$ cat src/rtl/if_id_stage_if.sv
// Fetch/decode boundary bundle for if_id_stage: redirect and interrupt controls in, fetch PC and ID latch out.
interface if_id_stage_if;
   localparam int unsigned XLEN = 32;

   logic            stall;
   logic            br_taken;
   logic [XLEN-1:0] br_target;
   logic            eret;
   logic [XLEN-1:0] epc_in;
   logic            intr;
   logic            ie;
   logic [XLEN-1:0] inst_in;
   logic [XLEN-1:0] if_pc;
   logic [XLEN-1:0] id_pc;
   logic [XLEN-1:0] id_inst;
   logic            id_valid;
   logic [XLEN-1:0] epc_out;
   logic            epc_we;
   logic            inta;

   modport master (
      output stall, br_taken, br_target, eret, epc_in, intr, ie, inst_in,
      input  if_pc, id_pc, id_inst, id_valid, epc_out, epc_we, inta
   );

   modport slave (
      input  stall, br_taken, br_target, eret, epc_in, intr, ie, inst_in,
      output if_pc, id_pc, id_inst, id_valid, epc_out, epc_we, inta
   );
endinterface

$ cat src/rtl/if_id_stage.sv
// Fetch PC, next-PC selection and IF/ID pipeline register with interrupt entry.
// Optional feature macro: IF_STAGE_INTR_EN (interrupt FSM and take logic).
module if_id_stage #(
   parameter logic [31:0] RESET_PC    = 32'h0000_0000,
   parameter logic [31:0] INTR_VECTOR = 32'h0000_0008
) (
   input logic           clk,
   input logic           rst,
   if_id_stage_if.slave  bus
);
   localparam int unsigned XLEN = 32;

   logic [XLEN-1:0] r_pc;
   logic [XLEN-1:0] r_id_pc;
   logic [XLEN-1:0] r_id_inst;
   logic            r_id_valid;
   logic            w_take;
   logic            w_flush;

`ifdef IF_STAGE_INTR_EN
   typedef enum logic [1:0] {
      ST_RUN   = 2'd0,
      ST_ENTER = 2'd1,
      ST_ISR   = 2'd2
   } state_t;

   state_t          r_state;
   logic [XLEN-1:0] r_epc;
   logic            r_epc_we;
   logic            r_inta;

   // Redirects and stalls defer the take; intr is a level so it is retried next RUN cycle.
   assign w_take = (r_state == ST_RUN) && bus.intr && bus.ie &&
                   !bus.stall && !bus.br_taken && !bus.eret;

   always_ff @(posedge clk) begin
      if (rst) begin
         r_state  <= ST_RUN;
         r_epc    <= XLEN'(0);
         r_epc_we <= 1'b0;
         r_inta   <= 1'b0;
      end else begin
         r_epc_we <= w_take;
         r_inta   <= w_take;
         if (w_take) r_epc <= r_pc;
         case (r_state)
            ST_RUN:   if (w_take) r_state <= ST_ENTER;
            ST_ENTER: r_state <= ST_ISR;
            ST_ISR:   if (bus.eret && !bus.br_taken) r_state <= ST_RUN;
            default:  r_state <= ST_RUN;
         endcase
      end
   end

   assign bus.epc_out = r_epc;
   assign bus.epc_we  = r_epc_we;
   assign bus.inta    = r_inta;
`else
   logic w_unused_intr;

   assign w_take        = 1'b0;
   assign w_unused_intr = bus.intr ^ bus.ie;
   assign bus.epc_out   = XLEN'(0);
   assign bus.epc_we    = 1'b0;
   assign bus.inta      = 1'b0;
`endif

   assign w_flush = bus.br_taken || bus.eret || w_take;

   // PC select and IF/ID latch; branch beats eret beats interrupt beats stall.
   always_ff @(posedge clk) begin
      if (rst) begin
         r_pc       <= RESET_PC;
         r_id_pc    <= XLEN'(0);
         r_id_inst  <= XLEN'(0);
         r_id_valid <= 1'b0;
      end else begin
         if (bus.br_taken)   r_pc <= bus.br_target;
         else if (bus.eret)  r_pc <= bus.epc_in;
         else if (w_take)    r_pc <= INTR_VECTOR;
         else if (!bus.stall) r_pc <= r_pc + XLEN'(4);

         if (w_flush) begin
            r_id_pc    <= r_pc;
            r_id_inst  <= XLEN'(0);
            r_id_valid <= 1'b0;
         end else if (!bus.stall) begin
            r_id_pc    <= r_pc;
            r_id_inst  <= bus.inst_in;
            r_id_valid <= 1'b1;
         end
      end
   end

   assign bus.if_pc    = r_pc;
   assign bus.id_pc    = r_id_pc;
   assign bus.id_inst  = r_id_inst;
   assign bus.id_valid = r_id_valid;
endmodule
$ cat src/flat_wrapper.sv
// flat-port wrapper written by rule: the top's interface ports become plain ports
module if_id_stage_flat 
#(
   parameter logic [31:0] RESET_PC    = 32'h0000_0000,
   parameter logic [31:0] INTR_VECTOR = 32'h0000_0008
)
  (clk, rst, bus_stall, bus_br_taken, bus_br_target, bus_eret, bus_epc_in, bus_intr, bus_ie, bus_inst_in, bus_if_pc, bus_id_pc, bus_id_inst, bus_id_valid, bus_epc_out, bus_epc_we, bus_inta);
  if_id_stage_if bus_i ();
  input logic clk;
  input logic rst;
  input wire logic [$bits(bus_i.stall)-1:0] bus_stall;
  input wire logic [$bits(bus_i.br_taken)-1:0] bus_br_taken;
  input wire logic [$bits(bus_i.br_target)-1:0] bus_br_target;
  input wire logic [$bits(bus_i.eret)-1:0] bus_eret;
  input wire logic [$bits(bus_i.epc_in)-1:0] bus_epc_in;
  input wire logic [$bits(bus_i.intr)-1:0] bus_intr;
  input wire logic [$bits(bus_i.ie)-1:0] bus_ie;
  input wire logic [$bits(bus_i.inst_in)-1:0] bus_inst_in;
  output wire logic [$bits(bus_i.if_pc)-1:0] bus_if_pc;
  output wire logic [$bits(bus_i.id_pc)-1:0] bus_id_pc;
  output wire logic [$bits(bus_i.id_inst)-1:0] bus_id_inst;
  output wire logic [$bits(bus_i.id_valid)-1:0] bus_id_valid;
  output wire logic [$bits(bus_i.epc_out)-1:0] bus_epc_out;
  output wire logic [$bits(bus_i.epc_we)-1:0] bus_epc_we;
  output wire logic [$bits(bus_i.inta)-1:0] bus_inta;
  assign bus_i.stall = bus_stall;
  assign bus_i.br_taken = bus_br_taken;
  assign bus_i.br_target = bus_br_target;
  assign bus_i.eret = bus_eret;
  assign bus_i.epc_in = bus_epc_in;
  assign bus_i.intr = bus_intr;
  assign bus_i.ie = bus_ie;
  assign bus_i.inst_in = bus_inst_in;
  assign bus_if_pc = bus_i.if_pc;
  assign bus_id_pc = bus_i.id_pc;
  assign bus_id_inst = bus_i.id_inst;
  assign bus_id_valid = bus_i.id_valid;
  assign bus_epc_out = bus_i.epc_out;
  assign bus_epc_we = bus_i.epc_we;
  assign bus_inta = bus_i.inta;
  if_id_stage #(.RESET_PC(RESET_PC), .INTR_VECTOR(INTR_VECTOR)) u_core (.clk(clk), .rst(rst), .bus(bus_i));
endmodule
$ cat config.mk
export PLATFORM = sky130hd
export DESIGN_NAME = if_id_stage_flat
export DESIGN_NICKNAME = d
export VERILOG_FILES = /design/src/rtl/if_id_stage_if.sv /design/src/rtl/if_id_stage.sv /design/src/flat_wrapper.sv
export SDC_FILE = /design/constraint.sdc
export NUM_CORES = 1
export LEC_CHECK = 0
export ABC_AREA = 1
export CAP_MARGIN = 20
export CORE_ASPECT_RATIO = 2
export CORE_UTILIZATION = 55
export DETAILED_ROUTE_END_ITERATION = 16
export DONT_BUFFER_PORTS = 1
export HOLD_SLACK_MARGIN = 0.08
export PLACE_DENSITY = 0.71
export SLEW_MARGIN = 40
export SYNTH_ARGS = -nofsm -noshare
export SYNTH_HDL_FRONTEND = slang
export SYNTH_SLANG_ARGS = --single-unit
$ cat constraint.sdc
create_clock -name clk -period 1.9 [get_ports clk]
set_input_delay 0.57 -clock clk [delete_from_list [all_inputs] [get_ports clk]]
set_output_delay 0.57 -clock clk [all_outputs]
set_load 0.03 [all_outputs]
# After elaboration in Yosys (flattened, before gate mapping)
# Index checks and enable logic that the tools add are counted.
# W data, S select, Z words.
# totals
register_bits,97
latchBits,0
mem_bits_rw,0
mem_bits_ro,0
input_bits,103
out_inout_bits,131
word_cells,14
mem_count,0
# op_classes
n_addsub,1
mul,0
div_mod_pow,0
order_cmp,0
eq_ne,2
n_shift,0
mux,5
bitwise_logic,0
reduce_logical,2
# op_table
operator,count
$mux W32,5
$add A32 B3 Y32 const B,1
$ne A3 B1 Y1 const B,1
$ne A2 B1 Y1 const B,1
$reduce_or A2 Y1,1
$logic_or A1 B1 Y1,1

# Longest topological paths before layout
# logic_depth
ltp_word,4
ltp_mapped,10
depth_no_buf,10

# Least setup slack after synthesis
# OpenSTA, ideal clock, no wires.
# synth_path
path_type,flip-flop to flip-flop
from,register u_core.r_pc[3] (netlist: u_core.bus.if_pc[3])
to,register u_core.r_pc[12] (netlist: u_core.bus.if_pc[12])
setup_ps,122
t_arrival_ps,1534
required_ps,1778
slack_ps,244
stages_incl_launch_ff,8
path_buffers,0
period_less_slack_ps,1656
path_cell_list,dfxtp_1 > ha_1 > nand3_1 > nor2_2 > nand2_1 > xnor2_1 > o21ai_0 > a21oi_1
# synth_between
elab_chain_cells,4
# synth_lines
item,line_no,text
from (decl),if_id_stage.sv:13,logic [XLEN-1:0] r_pc;
from (signal assigned),if_id_stage.sv:78,if (bus.br_taken) r_pc <= bus.br_target;
from (signal assigned),if_id_stage.sv:79,else if (bus.eret) r_pc <= bus.epc_in;
from (signal assigned),if_id_stage.sv:81,else if (!bus.stall) r_pc <= r_pc + XLEN'(4);
$add A32 B3 Y32,if_id_stage.sv:81,
$mux W32,if_id_stage.sv:81,
$mux W32,if_id_stage.sv:79,
$mux W32,if_id_stage.sv:78,
# Every way passes these cells. The select of a mux whose other input is x is not followed.
# A chain may end at the register's enable or synchronous reset.

# Worst setup path in the final report
# layout_path
from,register u_core.r_pc[2] (netlist: u_core.bus.if_pc[2])
to,register u_core.r_pc[12] (netlist: u_core.bus.if_pc[12])
# Same word-level chain as after synthesis.

==> results by group <==
CTS
  – CTS root buf: clkbuf_16
  – Clk buf depth: 2
  – Clock transition at path regs: roughly 0.070 ns
  – Clock insertion delay at the later pin of the skew report: 0.34 ns
  – Htree depth: 3
  – CTS Hold Bufs: 0
  – Num CTS Buffers: 9
  – CTS tree: built
  – # clock sinks: slightly below 100
  – Setup Buffers After CTS: 0
  – Cts repair resizes: 0

Detailed routing
  – First DRT Iteration DRCs: 225
  – Drt pass-1 iters: 5
  – ANT nets after route: 0
  – DRC: 0
  – Average wire per standard cell: 17.8 um
  – Routed wire length: around 15000 um
  – Via count: 4869
  – Via density: 5.64

Global routing
  – First-pass GRT wire length: 23200 um
  – Total gr overflow: 0
  – Vias in the first global route: ~4700
  – Initial antenna violation count: 0
  – Total GRT Usage: 0.319
  – Largest net degree at the start of global routing: 57

Synth
  – Flops & latches, synth: 97
  – Post-Syn Instances: 748
  – Seq/Total Area, Yosys: 0.389
  – Syn Area/Cell: around 6.7 sq um
  – Synth unique cells: 24
  – Cell area after synthesis: around 5000 sq um
  – Warnings, synthesis: 0

Status
  – Status: finished, final reports clean

Worst hold path
  – Worst hold path class: in -> reg

Setup path
  – Type of origin of the critical path: flip-flop
  – Crit path required time: 2.13 ns
  – Critical path class: reg -> reg
  – Crit. End Element: flip-flop
  – Max FO, Critical Path: 4
  – CP Data Arrival Time: 1.94 ns

Pwr
  – Cell Pwr Density: approximately 900 nW/um^2
  – P_leak: roughly 2.1 nW
  – Tot Pwr: approximately 5 mW
  – VDD IR max: around 730 uV

STA
  – Post-layout min period: between 1.5 and 2 ns
  – Sum Neg Setup Slack: 0 ns
  – Setup ws final: 0.194 ns
  – Clock skew after layout: about 0.0073 ns
  – RSZ-0062 raised after global routing: no
  – Setup-failing EPs final: 0
  – Final period util: 0.898
  – Fin. Hold Viols: 0
  – Max Freq: between 0.5 and 0.6 GHz
  – Pins Over Slew Limit: 0

Die
  – Die height: 137 um
  – Die width: 69.4 um
  – Initial Util: 0.574
  – Site row count: 48
  – DIE AREA: roughly 9500 sq um
  – I/O pin count: approximately 230
  – Core Footprint: 8710 sq um

Layout
  – Layout cells sized above 1: 0.103
  – Area grow syn2layout: 8.24%
  – Antenna cells: 0
  – NumNets Final: roughly 860
  – Core Util, Final: 0.621

Placed design
  – Buffers on Ports: 0
  – Place WS: 0.193 ns
  – HPWL after detailed placement: approximately 12000 um
  – Final Wtd Congestion: 0.916

Flow run
  – Max-Cap Viols: 0
-- final cells by class --
type	instances	area, sq um
flip-flops and latches	97	1940
fillers	849	3300
well taps	100	125
inverters	38	143
repair buffers	42	328
multi-input cells	571	2570
clock buffers	11	233
clock inverters	5	63.8
-- stage by stage --
stage	hold WS, ns	cells	area (sq um)
after floorplan	0.580	781	5120
after global placement	0.561	848	5110
after detailed placement	0.571	848	5110
after CTS	0.287	864	5410
after global routing	0.287	864	5410
final	0.292	864	5410
-- report_power, final --
| group | switching (mW) | internal, mW |
|---|---|---|
| registers | 0.235 | 2.15 |
| clock network | 0.812 | 1.03 |
| logic | 0.529 | 0.224 |
| total | 1.58 | 3.40 |
-- critical path, stage by stage (launching register included) --
cell	delay, ns
dfxtp_1	0.38
ha_1	0.23
nand3_1	0.13
nor2_2	0.20
nand2_1	0.20
xnor2_1	0.19
o21ai_0	0.17
a21oi_1	0.08
-- final timing paths --
| check | from | endpoint | slack, ns | cells after the start |
|---|---|---|---|---|
| worst min-delay path | rst | u_core.bus.if_pc[1]$_SDFFE_PP0P_ | 0.29 | 1 |
| worst min register to register | u_core.bus.if_pc[5]$_SDFFE_PP0P_ | u_core.bus.id_pc[5]$_SDFFE_PP0P_ | 0.57 | 2 |
| worst max-delay path | u_core.bus.if_pc[2]$_SDFFE_PP0P_ | u_core.bus.if_pc[12]$_SDFFE_PP0P_ | 0.19 | 7 |
| worst max register to register | u_core.bus.if_pc[2]$_SDFFE_PP0P_ | u_core.bus.if_pc[12]$_SDFFE_PP0P_ | 0.19 | 7 |
-- metal layers --
layer | global-route usage | up-vias | part of all wire | wire, um
li1 | - | 2400 | - | -
met1 | 0.310 | 2201 | 0.33 | 5110
met2 | 0.608 | 224 | 0.56 | 8580
met3 | 0.0538 | 44 | 0.059 | 911
met4 | 0.205 | 0 | 0.049 | 750
met5 | 0 | - | 0 | 0
-- placed cells by master, fill, tap and decap left out, drive strengths merged --
| cell type | Yosys | layout |
|---|---|---|
| a21oi | 113 | 113 |
| a31oi | 2 | 2 |
| buf | 53 | 42 |
| bufinv | 0 | 1 |
| clkbuf | 22 | 11 |
| clkinvlp | 0 | 3 |
| conb | 1 | 34 |
| dfxtp | 97 | 97 |
| ha | 1 | 1 |
| inv | 38 | 39 |
| nand2 | 184 | 184 |
| nand3 | 41 | 41 |
| nand4 | 2 | 2 |
| nor2 | 108 | 108 |
| o211ai | 7 | 7 |
| o21ai | 74 | 74 |
| xnor2 | 5 | 5 |
-- registers in the layout, indices dropped and copies added (netlist names) --
| name | cells |
|---|---|
| u_core.bus.id_inst | 32 |
| u_core.bus.id_pc | 32 |
| u_core.bus.id_valid | 1 |
| u_core.bus.if_pc | 32 |
-- logic make-up (layout without fill, tap and decap cells) --
| logic type | Yosys count | count (layout) | synth area share |
|---|---|---|---|
| and+or+nand+nor | 335 | 335 | 0.277 |
| AOI/OAI and AO/OA | 196 | 196 | 0.201 |
| buffers and inverters | 113 | 96 | 0.121 |
| DFF | 97 | 97 | 0.389 |
| xor gates and xnor gates | 5 | 5 | 0.00877 |
| adders and majority gates | 1 | 1 | 0.00250 |
| other | 1 | 34 | 0.000751 |
-- synthesized netlist by cell type --
cell type,n,area (sq um)
a21oi_1,112,561
dfxtp_1,97,1940
o211ai_1,7,52.6
o21ai_1,1,5.00
buf_4,39,293
a31oi_1,2,12.5
inv_1,34,128
a21oi_2,1,8.76
conb_1,1,3.75
buf_1,3,11.3
nand2_2,6,37.5
nand2_1,178,668
nand4_1,2,12.5
clkbuf_8,2,27.5
o21ai_0,73,365
nor2_1,96,360
inv_2,4,15.0
nor2_4,5,56.3
nand3_1,41,205
ha_1,1,12.5
nor2_2,7,43.8
xnor2_1,5,43.8
buf_2,11,55.1
clkbuf_1,20,75.1
Power figures use the tool's default switching activity.
